$ cat config.mk
export PLATFORM = sky130hd
export DESIGN_NAME = dot_product_accum
export DESIGN_NICKNAME = d
export VERILOG_FILES = /design/src/rtl/mult_pkg.sv /design/src/rtl/dot_product_accum.sv
export SDC_FILE = /design/constraint.sdc
export NUM_CORES = 1
export LEC_CHECK = 0
export BUFFER_PORTS_ARGS = -buffer_cell sky130_fd_sc_hd__buf_2
export CORE_ASPECT_RATIO = 1.5
export CORE_MARGIN = 5
export CORE_UTILIZATION = 45
export CTS_BUF_LIST = sky130_fd_sc_hd__clkbuf_4
export CTS_CLUSTER_DIAMETER = 30
export DETAILED_ROUTE_END_ITERATION = 12
export PLACE_DENSITY_LB_ADDON = 0.1
export SETUP_SLACK_MARGIN = 0.2
export SYNTH_ARGS = -nofsm -noshare
export SYNTH_HDL_FRONTEND = slang
export SYNTH_SLANG_ARGS = --single-unit
$ cat constraint.sdc
create_clock -name clk -period 2.2 [get_ports clk]
set_input_delay 0.11 -clock clk [delete_from_list [all_inputs] [get_ports clk]]
set_output_delay 0.11 -clock clk [all_outputs]
set_load 0.005 [all_outputs]
$ cat src/rtl/mult_pkg.sv
// Shared defaults, state type and helpers for the
// dot-product stage that sits after the 4x4 multiplier.
package mult_pkg;

  localparam int DP_WIDTH  = 4;
  localparam int DP_PROD_W = 8;
  localparam int DP_LEN    = 4;
  localparam int DP_ACC_W  = 10;

  typedef enum logic [1:0] {
    IDLE,
    ACCUM,
    DONE
  } dp_state_t;

  // Bits needed to index v distinct values.
  function automatic int clog2(input int v);
    int r;
    r = 0;
    for (int i = 0; i < 31; i++) begin
      if ((1 << i) < v) r = i + 1;
    end
    return r;
  endfunction

endpackage

$ cat src/rtl/dot_product_accum.sv
// Registers operand pairs onto an external multiplier and
// accumulates LEN products into a handshaked dot product.
module dot_product_accum
  import mult_pkg::*;
#(
  parameter int WIDTH  = DP_WIDTH,
  parameter int PROD_W = DP_PROD_W,
  parameter int LEN    = DP_LEN,
  parameter int ACC_W  = DP_ACC_W
) (
  input  logic              clk,
  input  logic              rst,
  input  logic              flush,
  input  logic              in_valid,
  output logic              in_ready,
  input  logic [WIDTH-1:0]  in_x,
  input  logic [WIDTH-1:0]  in_y,
  output logic [WIDTH-1:0]  mul_x,
  output logic [WIDTH-1:0]  mul_y,
  input  logic [PROD_W-1:0] mul_o,
  output logic              out_valid,
  input  logic              out_ready,
  output logic [ACC_W-1:0]  out_sum
);

  // Counters must be able to hold LEN itself.
  localparam int CNT_W = (clog2(LEN + 1) < 1) ?
                         1 : clog2(LEN + 1);
  localparam logic [CNT_W-1:0] LEN_C  = CNT_W'(LEN);
  localparam logic [CNT_W-1:0] LAST_C = CNT_W'(LEN - 1);

  dp_state_t        state;
  dp_state_t        state_nxt;
  logic             s1_vld;
  logic [ACC_W-1:0] acc;
  logic [ACC_W-1:0] acc_nxt;
  logic [CNT_W-1:0] acc_cnt;
  logic [CNT_W-1:0] prod_cnt;
  logic             accept;
  logic             last;
  logic             drain;

  assign in_ready = (state != DONE) &&
                    (acc_cnt < LEN_C);
  assign accept   = in_valid && in_ready;
  assign last     = s1_vld && (prod_cnt == LAST_C);
  assign drain    = out_valid && out_ready;
  assign acc_nxt  = acc + ACC_W'(mul_o);

  // State register.
  always_ff @(posedge clk) begin
    if (rst) state <= IDLE;
    else     state <= state_nxt;
  end

  // Next state; flush abandons any partial sum.
  always_comb begin
    state_nxt = state;
    unique case (state)
      IDLE:    if (accept) state_nxt = ACCUM;
      ACCUM:   if (last)   state_nxt = DONE;
      DONE:    if (drain)  state_nxt = IDLE;
      default: state_nxt = IDLE;
    endcase
    if (flush) state_nxt = IDLE;
  end

  // Operand stage feeding the multiplier.
  always_ff @(posedge clk) begin
    if (rst) begin
      mul_x  <= '0;
      mul_y  <= '0;
      s1_vld <= 1'b0;
    end else if (flush) begin
      s1_vld <= 1'b0;
    end else begin
      s1_vld <= accept;
      if (accept) begin
        mul_x <= in_x;
        mul_y <= in_y;
      end
    end
  end

  // Accumulator, counters and result register.
  always_ff @(posedge clk) begin
    if (rst) begin
      acc       <= '0;
      acc_cnt   <= '0;
      prod_cnt  <= '0;
      out_valid <= 1'b0;
      out_sum   <= '0;
    end else if (flush) begin
      acc       <= '0;
      acc_cnt   <= '0;
      prod_cnt  <= '0;
      out_valid <= 1'b0;
    end else if (drain) begin
      acc       <= '0;
      acc_cnt   <= '0;
      prod_cnt  <= '0;
      out_valid <= 1'b0;
    end else begin
      if (accept) acc_cnt <= acc_cnt + 1'b1;
      if (s1_vld) begin
        acc      <= acc_nxt;
        prod_cnt <= prod_cnt + 1'b1;
        if (last) begin
          out_sum   <= acc_nxt;
          out_valid <= 1'b1;
        end
      end
    end
  end

endmodule
==> flow_metrics.py <==
metrics = {
    "worst_hold_path": {
        "holdCritPathClass": "input port to flop",
        "worstHoldStart": "in_x[2]",
        "min_to": "mul_x[2]",
        "hold_path_depth": 3,
    },
    "synthesis": {
        "netlist.area_leader.share_pct": 37.6,
        "synth_edf_count": 0,
        "synthDistinctLibCells": 50,
        "synth_top_cell_by_area": "dfxtp_1",
        "syn_inst": 227,
        "ys_seq_area_share_pct": 37.6,
        "synthArstFlopShare_pct": 0,
        "ys_top_cells_by_area": "dfxtp_1 (38%), mux2i_1 (6.9%), ha_1 (6.8%)",
        "ys.flop_type": "dfxtp_1",
        "synth-seq-cells": 38,
        "syn_nets": 260,
        "syn_area_per_cell_um2": 8.91,
        "synth_area_um2": 2020,
        "ys_warn_count": 0,
    },
    "power": {
        "p_int_w": 0.000912,
        "power_switching_w": 0.000327,
        "totalPowerFinal_w": 0.00124,
        "seqPwrFrac_pct": 57.2,
        "cellLeakagePower_nw": 1.01,
        "swShare_pct": 26.4,
        "p_clk_share_pct": 29.1,
        "powerDensity_nw_per_um2": 504,
        "ir_drop_v": 0.000399,
        "combPwrFrac_pct": 13.7,
    },
    "timing": {
        "fin_worst_skew_ns": 0.00899,
        "drv_slew": 0,
        "worst_pin_slew_ns": 0.457,
        "tns_ns": 0,
        "min_period_ns": 1.97,
        "whs_ns": 0.0184,
        "setup_violations": 0,
        "relSlewSlack_pct": 69.3,
        "min_period_over_period_pct": 89.4,
        "timing_hold_violations_final": 0,
        "rsz0062_at_grt": "yes",
        "fmax_ghz": 0.508,
    },
    "grt": {
        "grt_pass1_wl_mm": 8.47,
        "use_met1_pct": 19.9,
        "track_usage_pct": 18.3,
        "grtUsageMet3_pct": 3.68,
        "busiest_layer": "met2",
        "grt_max_degree": 28,
        "grt.overflow.total": 0,
        "antenna_found_initial": 0,
        "gr-usage-met2_pct": 32.7,
        "grt_pass1_vias": 1802,
    },
    "finish": {
        "final_cell_mix": "buf_2 (40), dfxtp_1 (38), nor2_1 (26), nand2_1 (15), mux2i_1 (14)",
        "fin_area_um2": 2460,
        "final_common_cell": "buf_2",
        "fin_nets": 311,
        "syn2layout_area_growth_pct": 21.5,
        "drive_gt1_share_pct": 25.5,
        "diodes": 0,
    },
    "cts": {
        "cts_tree": "done",
        "cts_sinks": 38,
        "postCtsSetupBuffers": 0,
        "htree_levels": 2,
        "clockBufferDepth": 2,
        "clk_latency_ns": 0.34,
        "numCtsBuffers": 5,
        "path_clk_slew_ns": 0.12,
        "cts_root_buf": "clkbuf_4",
    },
    "worst_setup_path": {
        "cp-end-kind": "flop",
        "critical_path_class": "flop to flop",
        "timing.rr.start": "acc[0]",
        "critPathRequiredTime_ns": 2.46,
        "crit_arrival_ns": 2.23,
        "worst_setup_path_start_kind": "flop",
        "max_stage_delay_ns": 0.41,
        "cp_max_fo": 3,
        "slowest_stage": "a2111oi_1",
        "rr_endpoint": "out_sum[6]",
        "r2r_slack_ns": 0.23,
        "path_cells": "ha_1 -> inv_1 -> fa_1 -> nand2b_1 -> a2111oi_1 -> a211oi_2 -> o31ai_1",
        "r2r_cells": 7,
    },
    "die": {
        "io_pins": 41,
        "initial_core_util_pct": 45.7,
        "die_area_um2": 5960,
        "die_w_um": 64.7,
        "dieHeight_um": 92.1,
        "core_area_um2": 4430,
        "row_count": 30,
    },
    "route": {
        "drt_pre_antenna_iters": 4,
        "num_vias": 1817,
        "drtAntennaViolNets": 0,
        "finalWirelength_mm": 5.11,
        "drc": 0,
        "avgViaCountPerCell": 5.57,
        "first_iter_violations": 105,
        "wl_per_cell_um": 15.7,
    },
    "place": {
        "dpl_cell_area_um2": 2310,
        "port_buffers": 40,
        "place.gp.congestion": 0.944,
        "dpl.hpwl_mm": 3.82,
    },
    "run": {
        "drv_cap": 0,
    },
    "status": {
        "status": "finished clean",
    },
}
## cell families after synthesis
family                   count (synthesis)  share of synthesized area [%]
AO/OA/AOI/OAI                           46                           16.5
multiplexers                            14                           6.93
adder cells (fa/ha/maj)                 12                           7.79
buffers and inverters                   19                           4.02
XOR/XNOR                                 3                           1.30
flip-flops                              38                           37.6
AND/OR/NAND/NOR                         95                           25.9
## power groups by stage
stage	combinational, W	clock [W]	sequential, W
global route	0.000189	0.000405	0.000711
floorplan	0.0000969	0	0.000724
finish	0.000170	0.000360	0.000708
detailed placement	0.000156	0	0.000724
global placement	0.000155	0	0.000724
CTS	0.000165	0.000374	0.000709
## cells in the mapped netlist, types with 3 or more instances
master / number
o21ai_1: 3
a211oi_1: 6
nand3b_1: 8
dfxtp_1: 38
o211ai_1: 5
inv_1: 7
nand3_1: 11
nor2_1: 26
nand2_1: 15
o2111ai_1: 3
clkbuf_1: 8
mux2i_1: 14
nand2b_1: 4
a21oi_1: 11
nor3_1: 3
ha_1: 11
and2_1: 3
nor2b_1: 4
a21o_1: 3
or4_1: 3
xnor2_1: 3
a211o_1: 4
## flip-flops by register name, summed over array words and instances (netlist names)
register and count:
acc 10, mul_y 4, out_sum 10, s1_vld 1
acc_cnt 3, mul_x 4, prod_cnt 3, out_valid 1
state 2
## cell type report
class | count | area (um2)
Sequential cell | 38 | 761
Multi-Input combinational cell | 170 | 1220
Clock inverter | 1 | 7.51
Clock buffer | 6 | 45.0
Tap cell | 48 | 60.1
Fill cell | 432 | 1970
Inverter | 7 | 26.3
Timing Repair Buffer | 56 | 335
## metal layers
layer  vias up  share of wire [%]
met3        14                3.7
met1       831                 40
met2        41                 53
li1        931                  -
met5         -                  0
met4         0                3.9
## critical path: cells and delay by family (launching register included)
kind | cells | cell delay (ns)
adder cells (fa/ha/maj) | 2 | 0.58
AO/OA/AOI/OAI | 3 | 0.71
AND/OR/NAND/NOR | 1 | 0.19
flip-flops | 1 | 0.35
buffers and inverters | 1 | 0.06
## metrics by stage
step	setup slack, ns	cells	utilization, %
after global placement	0.289	313	52.1
after CTS	0.201	326	54.7
after global routing	0.0105	326	55.5
final	0.233	326	55.5
after detailed placement	0.231	313	52.1
after floorplan	0.407	227	-
## worst max-delay path by stage
stage / slack [ns] / start / endpoint
5_1_grt: 0.01 / acc[0] / out_sum[6]
3_3_place_gp: 0.29 / acc[0] / out_sum[6]
2_1_floorplan: 0.41 / acc[0] / acc[8]
6_report: 0.23 / acc[0] / out_sum[6]
3_5_place_dp: 0.23 / acc[0] / out_sum[6]
4_1_cts: 0.20 / acc[0] / out_sum[6]
## repair_timing
item | CTS | global route
hold endpoints to repair | 6 | 0
setup endpoints to repair | 0 | 5
hold buffers | 6 | 0
gates resized for setup | 0 | 8
Note: power is estimated with default switching activity, not from simulation.
